`config.mk`:
```
export PLATFORM = sky130hd
export DESIGN_NAME = tt_ran_keygen
export DESIGN_NICKNAME = d
export VERILOG_FILES = /design/src/rtl/tt_ran_keygen.sv
export SDC_FILE = /design/constraint.sdc
export NUM_CORES = 1
export LEC_CHECK = 0
export BUFFER_PORTS_ARGS = -buffer_cell sky130_fd_sc_hd__clkbuf_2
export CAP_MARGIN = 10
export CORE_MARGIN = 2
export CORE_UTILIZATION = 55
export DETAILED_ROUTE_END_ITERATION = 10
export PLACE_DENSITY = 0.81
export SLEW_MARGIN = 30
export SYNTH_ARGS = -nofsm -noshare
export SYNTH_HDL_FRONTEND = slang
export SYNTH_SLANG_ARGS = --single-unit
```
`constraint.sdc`:
```
create_clock -name clk -period 5.45 [get_ports clk]
set_input_delay 0.545 -clock clk [delete_from_list [all_inputs] [get_ports clk]]
set_output_delay 0.545 -clock clk [all_outputs]
set_load 0.005 [all_outputs]
```
`src/rtl/tt_ran_keygen.sv`:
```
// Random key generator: von Neumann debias + Galois-LFSR whitening of a raw entropy
// stream, repetition-count health test, and KEY_W-bit key capture on a valid/ready handshake.
module tt_ran_keygen #(
    parameter int               KEY_W     = 8,
    parameter int               LFSR_W    = 16,
    parameter logic [LFSR_W-1:0] LFSR_TAPS = 16'hB400,
    parameter int               REP_LIMIT = 8,
    parameter int               VN_EN     = 1,
    parameter int               WHITEN_EN = 1
) (
    input  logic             clk,
    input  logic             rst_n,
    input  logic             raw_bit,
    input  logic             raw_valid,
    input  logic             req,
    output logic [KEY_W-1:0] key,
    output logic             key_valid,
    input  logic             key_ready,
    output logic             busy,
    output logic             health_fail
);

    localparam int                CNT_W    = $clog2(KEY_W + 1);
    localparam int                REP_W    = 8;
    localparam logic [CNT_W-1:0]  LAST_CNT = CNT_W'(KEY_W - 1);
    localparam logic [REP_W-1:0]  REP_MAX  = REP_W'(REP_LIMIT);

    typedef enum logic [1:0] {
        S_IDLE,
        S_COLLECT,
        S_HOLD,
        S_FAULT
    } state_e;

    state_e             state_q,       state_d;
    logic [LFSR_W-1:0]  lfsr_q,        lfsr_d;
    logic               vn_have_q,     vn_have_d;
    logic               vn_first_q,    vn_first_d;
    logic               prev_q,        prev_d;
    logic [REP_W-1:0]   rep_q,         rep_d;
    logic [KEY_W-1:0]   shreg_q,       shreg_d;
    logic [CNT_W-1:0]   cnt_q,         cnt_d;
    logic [KEY_W-1:0]   key_q,         key_d;
    logic               key_valid_q,   key_valid_d;
    logic               busy_q,        busy_d;
    logic               health_fail_q, health_fail_d;

    logic               emit;
    logic               dbit;
    logic               ebit;
    logic               trip;
    logic [KEY_W-1:0]   shreg_next;

    always_comb begin
        // NOTE: every variable gets a default first so no path leaves it unassigned (no latches).
        state_d       = state_q;
        vn_have_d     = vn_have_q;
        vn_first_d    = vn_first_q;
        prev_d        = prev_q;
        rep_d         = rep_q;
        shreg_d       = shreg_q;
        cnt_d         = cnt_q;
        key_d         = key_q;
        key_valid_d   = key_valid_q;
        emit          = 1'b0;
        dbit          = 1'b0;
        trip          = 1'b0;

        lfsr_d = (lfsr_q >> 1) ^ (lfsr_q[0] ? LFSR_TAPS : '0);

        // Health test and debiaser only see cycles carrying a valid raw bit.
        if (raw_valid && (state_q != S_FAULT)) begin
            prev_d = raw_bit;
            rep_d  = (raw_bit == prev_q) ? rep_q + 1'b1 : REP_W'(1);
            trip   = (rep_d == REP_MAX);
            if (VN_EN != 0) begin
                if (!vn_have_q) begin
                    vn_have_d  = 1'b1;
                    vn_first_d = raw_bit;
                end else begin
                    vn_have_d = 1'b0;
                    if (vn_first_q != raw_bit) begin
                        emit = 1'b1;
                        dbit = vn_first_q;
                    end
                end
            end else begin
                emit = 1'b1;
                dbit = raw_bit;
            end
        end

        ebit       = dbit ^ ((WHITEN_EN != 0) ? lfsr_q[0] : 1'b0);
        shreg_next = {shreg_q[KEY_W-2:0], ebit};

        case (state_q)
            S_IDLE: begin
                if (req) begin
                    state_d = S_COLLECT;
                    shreg_d = '0;
                    cnt_d   = '0;
                end
            end
            S_COLLECT: begin
                if (emit) begin
                    shreg_d = shreg_next;
                    cnt_d   = cnt_q + 1'b1;
                    if (cnt_q == LAST_CNT) begin
                        key_d       = shreg_next;
                        key_valid_d = 1'b1;
                        state_d     = S_HOLD;
                    end
                end
            end
            S_HOLD: begin
                if (key_ready) begin
                    key_valid_d = 1'b0;
                    state_d     = S_IDLE;
                end
            end
            default: ;
        endcase

        // A health trip overrides any key completion in the same cycle.
        if (trip) begin
            state_d     = S_FAULT;
            key_d       = key_q;
            key_valid_d = 1'b0;
        end

        busy_d        = (state_d == S_COLLECT) || (state_d == S_HOLD);
        health_fail_d = (state_d == S_FAULT);
    end

    always_ff @(posedge clk or negedge rst_n) begin
        if (!rst_n) begin
            state_q       <= S_IDLE;
            lfsr_q        <= LFSR_W'(1);
            vn_have_q     <= 1'b0;
            vn_first_q    <= 1'b0;
            prev_q        <= 1'b0;
            rep_q         <= '0;
            shreg_q       <= '0;
            cnt_q         <= '0;
            key_q         <= '0;
            key_valid_q   <= 1'b0;
            busy_q        <= 1'b0;
            health_fail_q <= 1'b0;
        end else begin
            // NOTE: non-blocking assignments so every flop samples pre-edge values.
            state_q       <= state_d;
            lfsr_q        <= lfsr_d;
            vn_have_q     <= vn_have_d;
            vn_first_q    <= vn_first_d;
            prev_q        <= prev_d;
            rep_q         <= rep_d;
            shreg_q       <= shreg_d;
            cnt_q         <= cnt_d;
            key_q         <= key_d;
            key_valid_q   <= key_valid_d;
            busy_q        <= busy_d;
            health_fail_q <= health_fail_d;
        end
    end

    assign key         = key_q;
    assign key_valid   = key_valid_q;
    assign busy        = busy_q;
    assign health_fail = health_fail_q;

endmodule

```
; Word-level counts from Yosys, hierarchy flattened
; Cells that the tools add are included.
[op_classes]
reduce_logical = 9
add_sub_neg = 2
eq_ne = 15
n_mux = 27
n_bitwise = 4
[ops]
columns = op, n
row1 = $mux 16, 1
row2 = $xor 15x16->16, 1
row3 = $mux 7, 2
row4 = $pmux 7 s2, 1
row5 = $mux 1, 12
row6 = $mux 2, 5
row7 = $ne 3x3->1 const B, 3
row8 = $add 8x1->8 const B, 1
row9 = $eq 8x4->1 const B, 1
row10 = $mux 4, 2
row11 = $mux 8, 1
row12 = $pmux 4 s2, 1
row13 = $reduce_and 4->1, 2
row14 = $eq 2x2->1 const B, 3
row15 = $ne 2x2->1 const B, 3
row16 = $pmux 2 s3, 1
row17 = $add 4x1->4 const B, 1
row18 = $eq 2x1->1 const B, 2
row19 = $eq 4x3->1 const B, 1
row20 = $reduce_and 3->1, 1
row21 = $reduce_bool 3->1, 1
row22 = $logic_not 2->1, 1
row23 = $not 1->1, 2
row24 = $pmux 1 s2, 1
row25 = 7 further kinds, 7
[word_totals]
elab_cells = 69
register_bits = 51
input_bits = 6
out_inout_bits = 11

; Longest topological paths before layout
[logic_depth]
depth_word = 9
mapped_depth = 8
mapped_depth_nobuf = 8

; Worst setup path before layout
; Ideal clock, no wire load.
[synth_path]
path_type = flip-flop to flip-flop
start = register rep_q[0]
end = register key_q[0] (netlist: key[0])
slack_ps = 3312
n_path_buf = 0
stages_incl_launch_ff = 7
required_ps = 5325
period_less_slack_ps = 2138
arrival_ps = 2013
path_cell_list = dfrtp_1 ha_1 and3_4 and3_4 a311o_2 a21oi_4 mux2_2
[synth_between]
elab_chain_len = 6
[synth_rtl]
columns = item, line_no
row1 = from (decl), 40  ; logic [REP_W-1:0] rep_q, rep_d;
row2 = from (signal assigned), 156  ; rep_q <= rep_d;
row3 = $add 8x1->8, 74  ; rep_d = (raw_bit == prev_q) ? rep_q + 1'b1 : REP_W'(1);
row4 = $mux 8, 74
row5 = $eq 8x4->1, 75  ; trip = (rep_d == REP_MAX);
row6 = $mux 1, 72  ; if (raw_valid && (state_q != S_FAULT)) begin
row7 = $not 1->1 (no source line), n/a
row8 = $reduce_and 4->1 (no source line), n/a
row9 = to (signal assigned), 159  ; key_q <= key_d;
row10 = to (decl), 43  ; logic [KEY_W-1:0] key_q, key_d;
; No other way between the ends.
; A chain may end at the register's enable or synchronous reset.

; Final worst setup path
[layout_path]
start = register rep_q[0]
end = register key_q[4] (netlist: key[4])
; Same word-level chain as after synthesis.

==> impl_metrics.tcl <==
set metrics [dict create \
    status "finished clean" \
    via_per_inst 5.48 \
    grt_pass1_vias 1332 \
    drc 0 \
    skew_ns 0.00711 \
    via_count 1327 \
    multi_input_area_um2 746 \
    grt_use_met2_pct 33.3 \
    synthSimpleGateAreaFrac_pct 13.7 \
    synth.area.top_cells "dfrtp_1 61%, nand2_1 5.8%, o21ai_0 5.1%" \
    postCtsHoldBufs 0 \
    cts.sinks 51 \
    final_cell_mix "50 x dfrtp_1, 32 x nand2_1, 21 x o21ai_0" \
    grt_overflow 0 \
    busiest_layer "met2" \
    numPlacedInstances 234 \
    grt_first_pass_wirelength_mm 6.30 \
    ys_types 33 \
    drv_slew 0 \
    drtIter0Drc 82 \
    synth_cells 173 \
    clkLatencyLatePin_ns 0.30 \
    die_h_um 65.2 \
    rows 22 \
    io_pins 17 \
    hold_viol 0 \
    fin_cells 242 \
    path_clk_slew_ns 0.09 \
    post-cts-setup-buffers 0 \
    synthMuxAreaShare_pct 5.34 \
    arrival_ns 2.50 \
    met1_usage_pct 25.4 \
    p_leak_uw 0.00107 \
    r2r-end "key[4]" \
    cp-end-kind "flop" \
    initial_core_util_pct 56.7 \
    peakVddDrop_mv 0.278 \
    timing_worst_setup_path_type "flop to flop" \
    powerDensity_nw_per_um2 400 \
    synth_top_family_by_area "simple AND/OR/NAND/NOR gates" \
    fin_util_pct 62.5 \
    antenna_cells 0 \
    ys.flop_type "dfrtp_1" \
    crit_path_start_kind "flop" \
    synth_area_leader_cell "dfrtp_1" \
    ys_ff_latch 51 \
    seq_area_frac_synth_pct 62.0 \
    async_flop_share_pct 100 \
    hp-class "input port to async pin" \
    cp.required_ns 5.64 \
    synthAdderAreaFrac_pct 2.43 \
    dieWidth_um 65.2 \
    drive_gt1_share_pct 19.6 \
    setup_viol 0 \
    synth_top_area_share_pct 60.7 \
    ys_warn_count 0 \
    maxSlewHeadroom_pct 60.0 \
    syn_area_per_cell_um2 11.9 \
    syn_to_final_growth_pct 10.1 \
    wirelength_mm 3.51 \
    worstMarginPinSlew_ns 0.601 \
    drv_cap 0 \
    cts_max_level 2 \
    cts_tree "yes" \
    grtUsageMet3_pct 5.65 \
    seq_area_um2 1280 \
    reg2reg_setup_slack_ns 3.14 \
    coreArea_um2 3630 \
    cts_buffer_depth 2 \
    gp_congestion 0.831 \
    root_buffer "clkbuf_8" \
    timing.fmax_mhz 433 \
    fill_cells 294 \
    nNetsFinal 203 \
    dp_hpwl_mm 2.41 \
    synth_edf_count 0 \
    synth_area_um2 2060 \
    synth_nets 183 \
    tns_ns 0 \
    grtUsageTotal_pct 20.0 \
    dieArea_um2 4250 \
    final_common_cell "dfrtp_1" \
    synth-compound-area-share_pct 10.1 \
    post-route-period-util_pct 42.4 \
    worstPathMaxFanout 8 \
    wl_per_cell_um 14.5 \
    r2r_cells 6 \
    grt_start_max_net_pins 52 \
    ant_nets 0 \
    reg2reg_from "rep_q[0]" \
    first_pass_iters 4 \
    rsz0062_at_grt "no" \
    synth_xor_area_share_pct 4.67 \
    antenna_found_initial 0 \
    cts_resized 0 \
    fin_crit_ns 2.31 \
    cts_inserted_buffers 5 \
    portBuffers 16 \
]
-- critical path, cell delays in order (launching register included) --
cell and delay (ns):
dfrtp_1 0.44, ha_1 0.28, and3_4 0.18, and3_4 0.18, a311o_2 0.44, a21oi_4 0.30
mux2_2 0.38
-- registers in the layout, indices dropped and copies added, names as in the netlist --
register,cells
key,8
state_q,2
cnt_q,4
prev_q,1
vn_first_q,1
vn_have_q,1
shreg_q,7
busy,1
lfsr_q,16
health_fail,1
rep_q,8
key_valid,1
-- where the power goes --
group | internal, µW | switching (µW)
Combinational | 83.1 | 115
Clock | 90.2 | 110
Sequential | 442 | 67.3
Total | 615 | 293
-- cells in the mapped netlist, types with 2 or more instances --
cell	instances
inv_1	3
a31oi_1	2
ha_1	4
nand2_1	32
xnor2_1	4
and2_1	2
o31ai_1	2
dfrtp_1	50
o21ai_0	21
clkbuf_1	3
nand2b_1	2
nand4b_1	2
mux2i_1	2
xor2_1	7
nand3_1	2
nand4_1	3
nor2b_1	3
and3_4	2
mux2_2	8
nor2_1	6
-- worst max-delay path by stage --
stage,startpoint,endpoint,slack [ns],cells after the start
after global placement,raw_bit,key[4],2.96,9
after global routing,state_q[0],busy,3.02,6
after CTS,rep_q[0],key[4],3.14,6
final,rep_q[0],key[4],3.14,6
after floorplan,rep_q[0],key[0],3.31,6
after detailed placement,raw_bit,key[4],2.88,9
-- area by class of cell --
| type | count | area share (%) |
|---|---|---|
| Timing Repair Buffer | 18 | 4.19 |
| Clock inverter | 1 | 0.220 |
| Multi-Input combinational cell | 114 | 32.8 |
| Tap cell | 48 | 2.64 |
| Inverter | 3 | 0.496 |
| Sequential cell | 51 | 56.3 |
| Clock buffer | 7 | 3.36 |
-- metrics by stage --
step / worst slack (ns) / hold slack, ns / power (µW) / cell area, µm²
after global routing: 3.02 / 0.359 / 977 / 2270
after CTS: 3.14 / 0.354 / 916 / 2270
final: 3.14 / 0.347 / 908 / 2270
after detailed placement: 2.88 / 0.335 / 713 / 2190
after global placement: 2.96 / 0.336 / 696 / 2190
after floorplan: 3.31 / 0.249 / 648 / 2060
-- kinds of logic after synthesis --
group / Yosys count
buffers and inverters: 8
multiplexers: 10
adder cells (fa/ha/maj): 4
AO/OA/AOI/OAI: 33
XOR/XNOR: 11
flip-flops: 51
AND/OR/NAND/NOR: 56
-- per-layer routing --
layer  up-vias  part of all wire (%)
li1        635                     -
met1       665                    44
met2        21                    52
met3         6                   2.8
met4         0                   1.4
met5         -                     0
Note: power is estimated with default switching activity, not from simulation.
